$ cat src/rtl/axi4_rd_burst_ctrl.sv
// AXI4 read-slave burst sequencer: expands one AR request into per-beat memory reads and streams R beats.
// Optional AXI4_RD_BURST_CHK_EN rejects illegal AR requests with SLVERR beats and no memory access.
module axi4_rd_burst_ctrl #(
    parameter int AW = 32,
    parameter int DW = 32,
    parameter int IW = 4
) (
    input  logic             clk,
    input  logic             rst,
    input  logic             axi_arvalid,
    output logic             axi_arready,
    input  logic [IW-1:0]    axi_arid,
    input  logic [AW-1:0]    axi_araddr,
    input  logic [7:0]       axi_arlen,
    input  logic [2:0]       axi_arsize,
    input  logic [1:0]       axi_arburst,
    output logic             axi_rvalid,
    input  logic             axi_rready,
    output logic [IW-1:0]    axi_rid,
    output logic [DW-1:0]    axi_rdata,
    output logic [1:0]       axi_rresp,
    output logic             axi_rlast,
    output logic             mem_ren,
    output logic [AW-$clog2(DW/8)-1:0] mem_adr,
    input  logic [DW-1:0]    mem_rdt
);
    localparam int WS = $clog2(DW/8);

    typedef enum logic [1:0] {IDLE, ISSUE, DRAIN} state_t;

    state_t          state_q, state_d;
    logic [IW-1:0]   id_q;
    logic [AW-1:0]   a_q, a_nxt;
    logic [7:0]      len_q, cnt_q;
    logic [2:0]      size_q;
    logic [1:0]      burst_q;
    logic            err_q, ar_err;
    logic            infl_q, infl_last_q;
    logic [DW-1:0]   dat_q [2];
    logic            last_q [2];
    logic            wp_q, rp_q;
    logic [1:0]      fcnt_q;

    logic            ar_hs, pop, push, issue, last_issue, credit_ok, drained;
    logic [AW-1:0]   sz, bound;

    assign ar_hs       = axi_arvalid & axi_arready;
    assign push        = infl_q;
    assign pop         = axi_rvalid & axi_rready;
    assign axi_arready = (state_q == IDLE) & ~rst;
    assign axi_rvalid  = (fcnt_q != 2'd0);
    assign axi_rdata   = dat_q[rp_q];
    assign axi_rlast   = axi_rvalid & last_q[rp_q];
    assign axi_rresp   = err_q ? 2'b10 : 2'b00;
    assign axi_rid     = id_q;
    assign mem_adr     = a_q[AW-1:WS];

    // A read is issued only if its data is guaranteed a FIFO slot when it returns.
    assign credit_ok  = ({1'b0, fcnt_q} + {2'b00, infl_q} - {2'b00, pop}) < 3'd2;
    assign issue      = (state_q == ISSUE) && credit_ok;
    assign last_issue = issue && (cnt_q == len_q);
    assign mem_ren    = issue & ~err_q;
    assign drained    = !infl_q && ((fcnt_q == 2'd0) || (fcnt_q == 2'd1 && pop));

`ifdef AXI4_RD_BURST_CHK_EN
    logic [AW-1:0] ar_sz;
    always_comb begin
        ar_sz  = AW'(1) << axi_arsize;
        ar_err = (int'(axi_arsize) > WS) || (axi_arburst == 2'b11) ||
                 ((axi_arburst == 2'b10) &&
                  (!(axi_arlen inside {8'd1, 8'd3, 8'd7, 8'd15}) ||
                   ((axi_araddr & (ar_sz - AW'(1))) != '0)));
    end
`else
    assign ar_err = 1'b0;
`endif

    always_comb begin
        sz    = AW'(1) << size_q;
        bound = sz * AW'({1'b0, len_q} + 9'd1);
        a_nxt = a_q;
        case (burst_q)
            2'b01:   a_nxt = (a_q & ~(sz - AW'(1))) + sz;
            2'b10:   a_nxt = (a_q & ~(bound - AW'(1))) | ((a_q + sz) & (bound - AW'(1)));
            default: a_nxt = a_q;
        endcase
    end

    always_comb begin
        state_d = state_q;
        case (state_q)
            IDLE:    if (ar_hs) state_d = ISSUE;
            ISSUE:   if (last_issue) state_d = DRAIN;
            DRAIN:   if (drained) state_d = IDLE;
            default: state_d = IDLE;
        endcase
    end

    always_ff @(posedge clk or posedge rst) begin
        if (rst) begin
            state_q     <= IDLE;
            id_q        <= '0;
            a_q         <= '0;
            len_q       <= '0;
            cnt_q       <= '0;
            size_q      <= '0;
            burst_q     <= '0;
            err_q       <= 1'b0;
            infl_q      <= 1'b0;
            infl_last_q <= 1'b0;
            wp_q        <= 1'b0;
            rp_q        <= 1'b0;
            fcnt_q      <= '0;
            for (int i = 0; i < 2; i++) begin
                dat_q[i]  <= '0;
                last_q[i] <= 1'b0;
            end
        end else begin
            state_q     <= state_d;
            infl_q      <= issue;
            infl_last_q <= last_issue;
            if (ar_hs) begin
                id_q    <= axi_arid;
                a_q     <= axi_araddr;
                len_q   <= axi_arlen;
                size_q  <= axi_arsize;
                burst_q <= axi_arburst;
                err_q   <= ar_err;
                cnt_q   <= '0;
            end else if (issue) begin
                a_q     <= a_nxt;
                cnt_q   <= cnt_q + 8'd1;
            end
            // Rejected bursts still flow through the FIFO so beat timing matches legal ones.
            if (push) begin
                dat_q[wp_q]  <= err_q ? '0 : mem_rdt;
                last_q[wp_q] <= infl_last_q;
                wp_q         <= ~wp_q;
            end
            if (pop) rp_q <= ~rp_q;
            fcnt_q <= fcnt_q + {1'b0, push} - {1'b0, pop};
        end
    end
endmodule

$ cat config.mk
export PLATFORM = sky130hd
export DESIGN_NAME = axi4_rd_burst_ctrl
export DESIGN_NICKNAME = d
export VERILOG_FILES = /design/src/rtl/axi4_rd_burst_ctrl.sv
export SDC_FILE = /design/constraint.sdc
export NUM_CORES = 1
export LEC_CHECK = 0
export BUFFER_PORTS_ARGS = -buffer_cell sky130_fd_sc_hd__buf_2
export CAP_MARGIN = 20
export CORE_UTILIZATION = 55
export CTS_CLUSTER_DIAMETER = 60
export DETAILED_ROUTE_END_ITERATION = 6
export HOLD_SLACK_MARGIN = 0.03
export PLACE_DENSITY = 0.74
export SYNTH_ARGS = -nofsm -noshare
export SYNTH_HDL_FRONTEND = slang
export SYNTH_SLANG_ARGS = --single-unit
$ cat constraint.sdc
create_clock -name clk -period 7.2 [get_ports clk]
set_input_delay 0.36 -clock clk [delete_from_list [all_inputs] [get_ports clk]]
set_output_delay 0.36 -clock clk [all_outputs]
set_load 0.02 [all_outputs]
==> out/qor.csv <==
stage,metric,value,unit
timing,Slew HR,0.357,
placed_design,worst slack at placement,0.323,ns
global_route,grt total ovfl,0,
die,Die Wd,148,µm
die,Initial Util,0.559,
global_route,All-Layer GR Usage,0.292,
clock_network,# clock sinks,131,
drt,TritonRoute pass-1 iters,5,
layout,Filler cells,1858,
clock_network,TritonCTS clock tree,yes,
setup_path,CP endpoint kind,register,
layout,Sequential Area,3280,µm²
layout,layout cell share with drive strength beyond 1,0.227,
drt,WL per Instance,18.0,µm
die,Rows,53,
placed_design,dpl hpwl,23.1,mm
clock_network,TritonCTS buffer count,17,
clock_network,CTS Hold Buffers Added,0,
clock_network,clk root buf,clkbuf_16,
yosys,sequential fraction of the synthesis area,0.280,
timing,Fmax achieved,148,MHz
timing,final critical-path required period,6.77,ns
setup_path,R2R Path Start,size_q[1],
setup_path,Reg2Reg Depth,23,
drt,DR vias/cell,5.94,
yosys,yosys warns,0,
layout,Area Growth Syn to Fin,11.7,%
setup_path,worst-path fanout max,8,
clock_network,"Reg clk slew, reported paths",0.07,ns
layout,nets,1650,
layout,Non-Filler Instances,1726,
timing,count of final setup violators,0,
placed_design,Placed Cells,1694,
setup_path,CP Launch Type,register,
timing,unrepaired setup endpoints after global routing,no,
timing,Final Hold Viols,0,
layout,"most common cell after layout, fill and taps aside",nand2_1,
timing,setup ws final,0.433,ns
die,Die H,148,µm
global_route,first-pass GRT wire length,50.6,mm
drt,number of remaining DRC errors,0,
global_route,vias in the first global route,9916,
die,Core ar.,21000,µm²
die,Top Ports,157,
yosys,synthesized netlist cell count,1339,
yosys,number of flops mapped to enable cells by yosys,0,
drt,Post-Route WL,31.1,mm
clock_network,PostCTS Resize Cnt,0,
layout,most frequent cells in the layout,"nand2_1, buf_2, dfrtp_1",
yosys,"flops & latches, synth",131,
setup_path,cell-by-cell trace of the critical path,inv_1 -> or3_1 -> inv_1 -> nand2_1 -> fa_1 -> inv_1 -> ha_1 -> inv_1 -> fa_1 -> inv_1 -> fa_1 -> inv_1 -> fa_1 -> inv_1 -> ha_1 -> and2_1 -> a221oi_1 -> a211o_1 -> nand3_1 -> a21boi_1 -> nor2b_1 -> a21oi_1 -> o211a_1,
die,die area,21900,µm²
placed_design,routability cong.,0.956,
global_route,initial antenna violation count,0,
placed_design,PortBufs,154,
layout,multi-input logic area,7560,µm²
setup_path,reg2reg setup slack,0.43,ns
timing,Worst Skew,0.00830,ns
clock_network,CTS HTree Levels,4,
timing,final setup TNS,0,ns
yosys,Post-Syn Area,11700,µm²
clock_network,Post-CTS Setup Bufs,0,
setup_path,CP required,7.51,ns
yosys,Avg Inst Size Synth,8.75,µm²
global_route,largest net degree at the start of global routing,78,
timing,actual slew at the worst max-slew pin,0.965,ns
setup_path,crit path DAT,7.08,ns
layout,antenna cell count,0,
yosys,Netlist cell types,82,
yosys,ys flop type,dfrtp_1,
outcome,status,"complete, no violations",
setup_path,Crit path top cell by count,inv_1,
drt,via count,10300,
setup_path,Worst path slowest cell,fa_1,
setup_path,Slowest Stage Delay on Critical Path,0.55,ns
timing,Final Max Slew Viols,0,
yosys,ys async rst share,1.00,
flow_run,max-cap violations,0,
drt,Final ANT Viol Nets,0,
min_path,hold crit path type,primary input to async pin,
drt,initial drt markers,809,
clock_network,Clock Latency Late Sink,0.42,ns
setup_path,WS Path Type,register to register,
timing,Tcrit/Tclk final,0.940,
clock_network,clk buf depth,2,
[synth_stat cells (all sizes together), types with 12 or more instances]
cell,number,area share
o21ai,57,0.024
nor3,29,0.012
ha,79,0.084
or3,12,0.0068
fa,48,0.082
xor2,25,0.019
xnor2,45,0.034
a21o,12,0.0077
buf,49,0.028
nand2,170,0.054
mux2,102,0.098
nand3,38,0.016
clkbuf,45,0.015
o211ai,12,0.0077
a21oi,59,0.026
and3,21,0.011
nor2,98,0.031
nand2b,25,0.013
nand4,17,0.0091
a31oi,19,0.010
inv,105,0.034
dfrtp,131,0.28
[cell type report]
type / instances / area share
sequential: 131 / 0.251
clock buffer: 17 / 0.0325
multi-input combinational: 1009 / 0.578
inverter: 106 / 0.0310
clock inverter: 15 / 0.0121
tap: 275 / 0.0263
timing repair buffer: 173 / 0.0698
[routing by layer]
layer / share of wire / global-route usage / up-vias
met2: 0.46 / 0.468 / 474
met1: 0.43 / 0.403 / 4901
li1: - / - / 4823
met3: 0.083 / 0.0441 / 59
met4: 0.024 / 0.0943 / 0
met5: 0 / 0 / -
[worst max path at each step]
| stage | start | slack (ns) | cells after the start | to |
|---|---|---|---|---|
| after floorplan | size_q[0] | 0.79 | 24 | register |
| after global placement | size_q[1] | 0.39 | 23 | register |
| after detailed placement | size_q[1] | 0.32 | 23 | register |
| after CTS | size_q[1] | 0.30 | 23 | register |
| after global routing | size_q[1] | 0.09 | 23 | register |
| final | size_q[1] | 0.43 | 23 | register |
[logic make-up (layout without fill, tap and decap cells)]
family	count (synthesis)	in the layout	share of synthesized area
XOR/XNOR	70	70	0.0523
flip-flops	131	131	0.280
multiplexers	106	106	0.101
adder cells (fa/ha/maj)	127	127	0.166
buffers and inverters	200	311	0.0763
AND/OR/NAND/NOR	459	459	0.186
AO/OA/AOI/OAI	245	245	0.138
other	1	2	0.000320
[critical path: cells and delay by family, from the launching register on]
family                     cells  cell delay [ns]
adders and majority gates      6             2.69
AOI/OAI and AO/OA              5             1.41
buffers and inverters          7             0.72
DFF                            1             0.50
and+or+nand+nor                5             1.32
[stage by stage]
stage               utilization  instance area [µm²]  hold WS [ns]
finish                    0.624                13100        0.0888
global route              0.624                13100         0.122
CTS                       0.624                13100        0.0973
detailed placement        0.596                12500         0.459
global placement          0.596                12500         0.455
floorplan                     -                11700         0.463
Power is not shown: default switching activity piles up to over one toggle a cycle in this logic, so the estimate is an artifact.
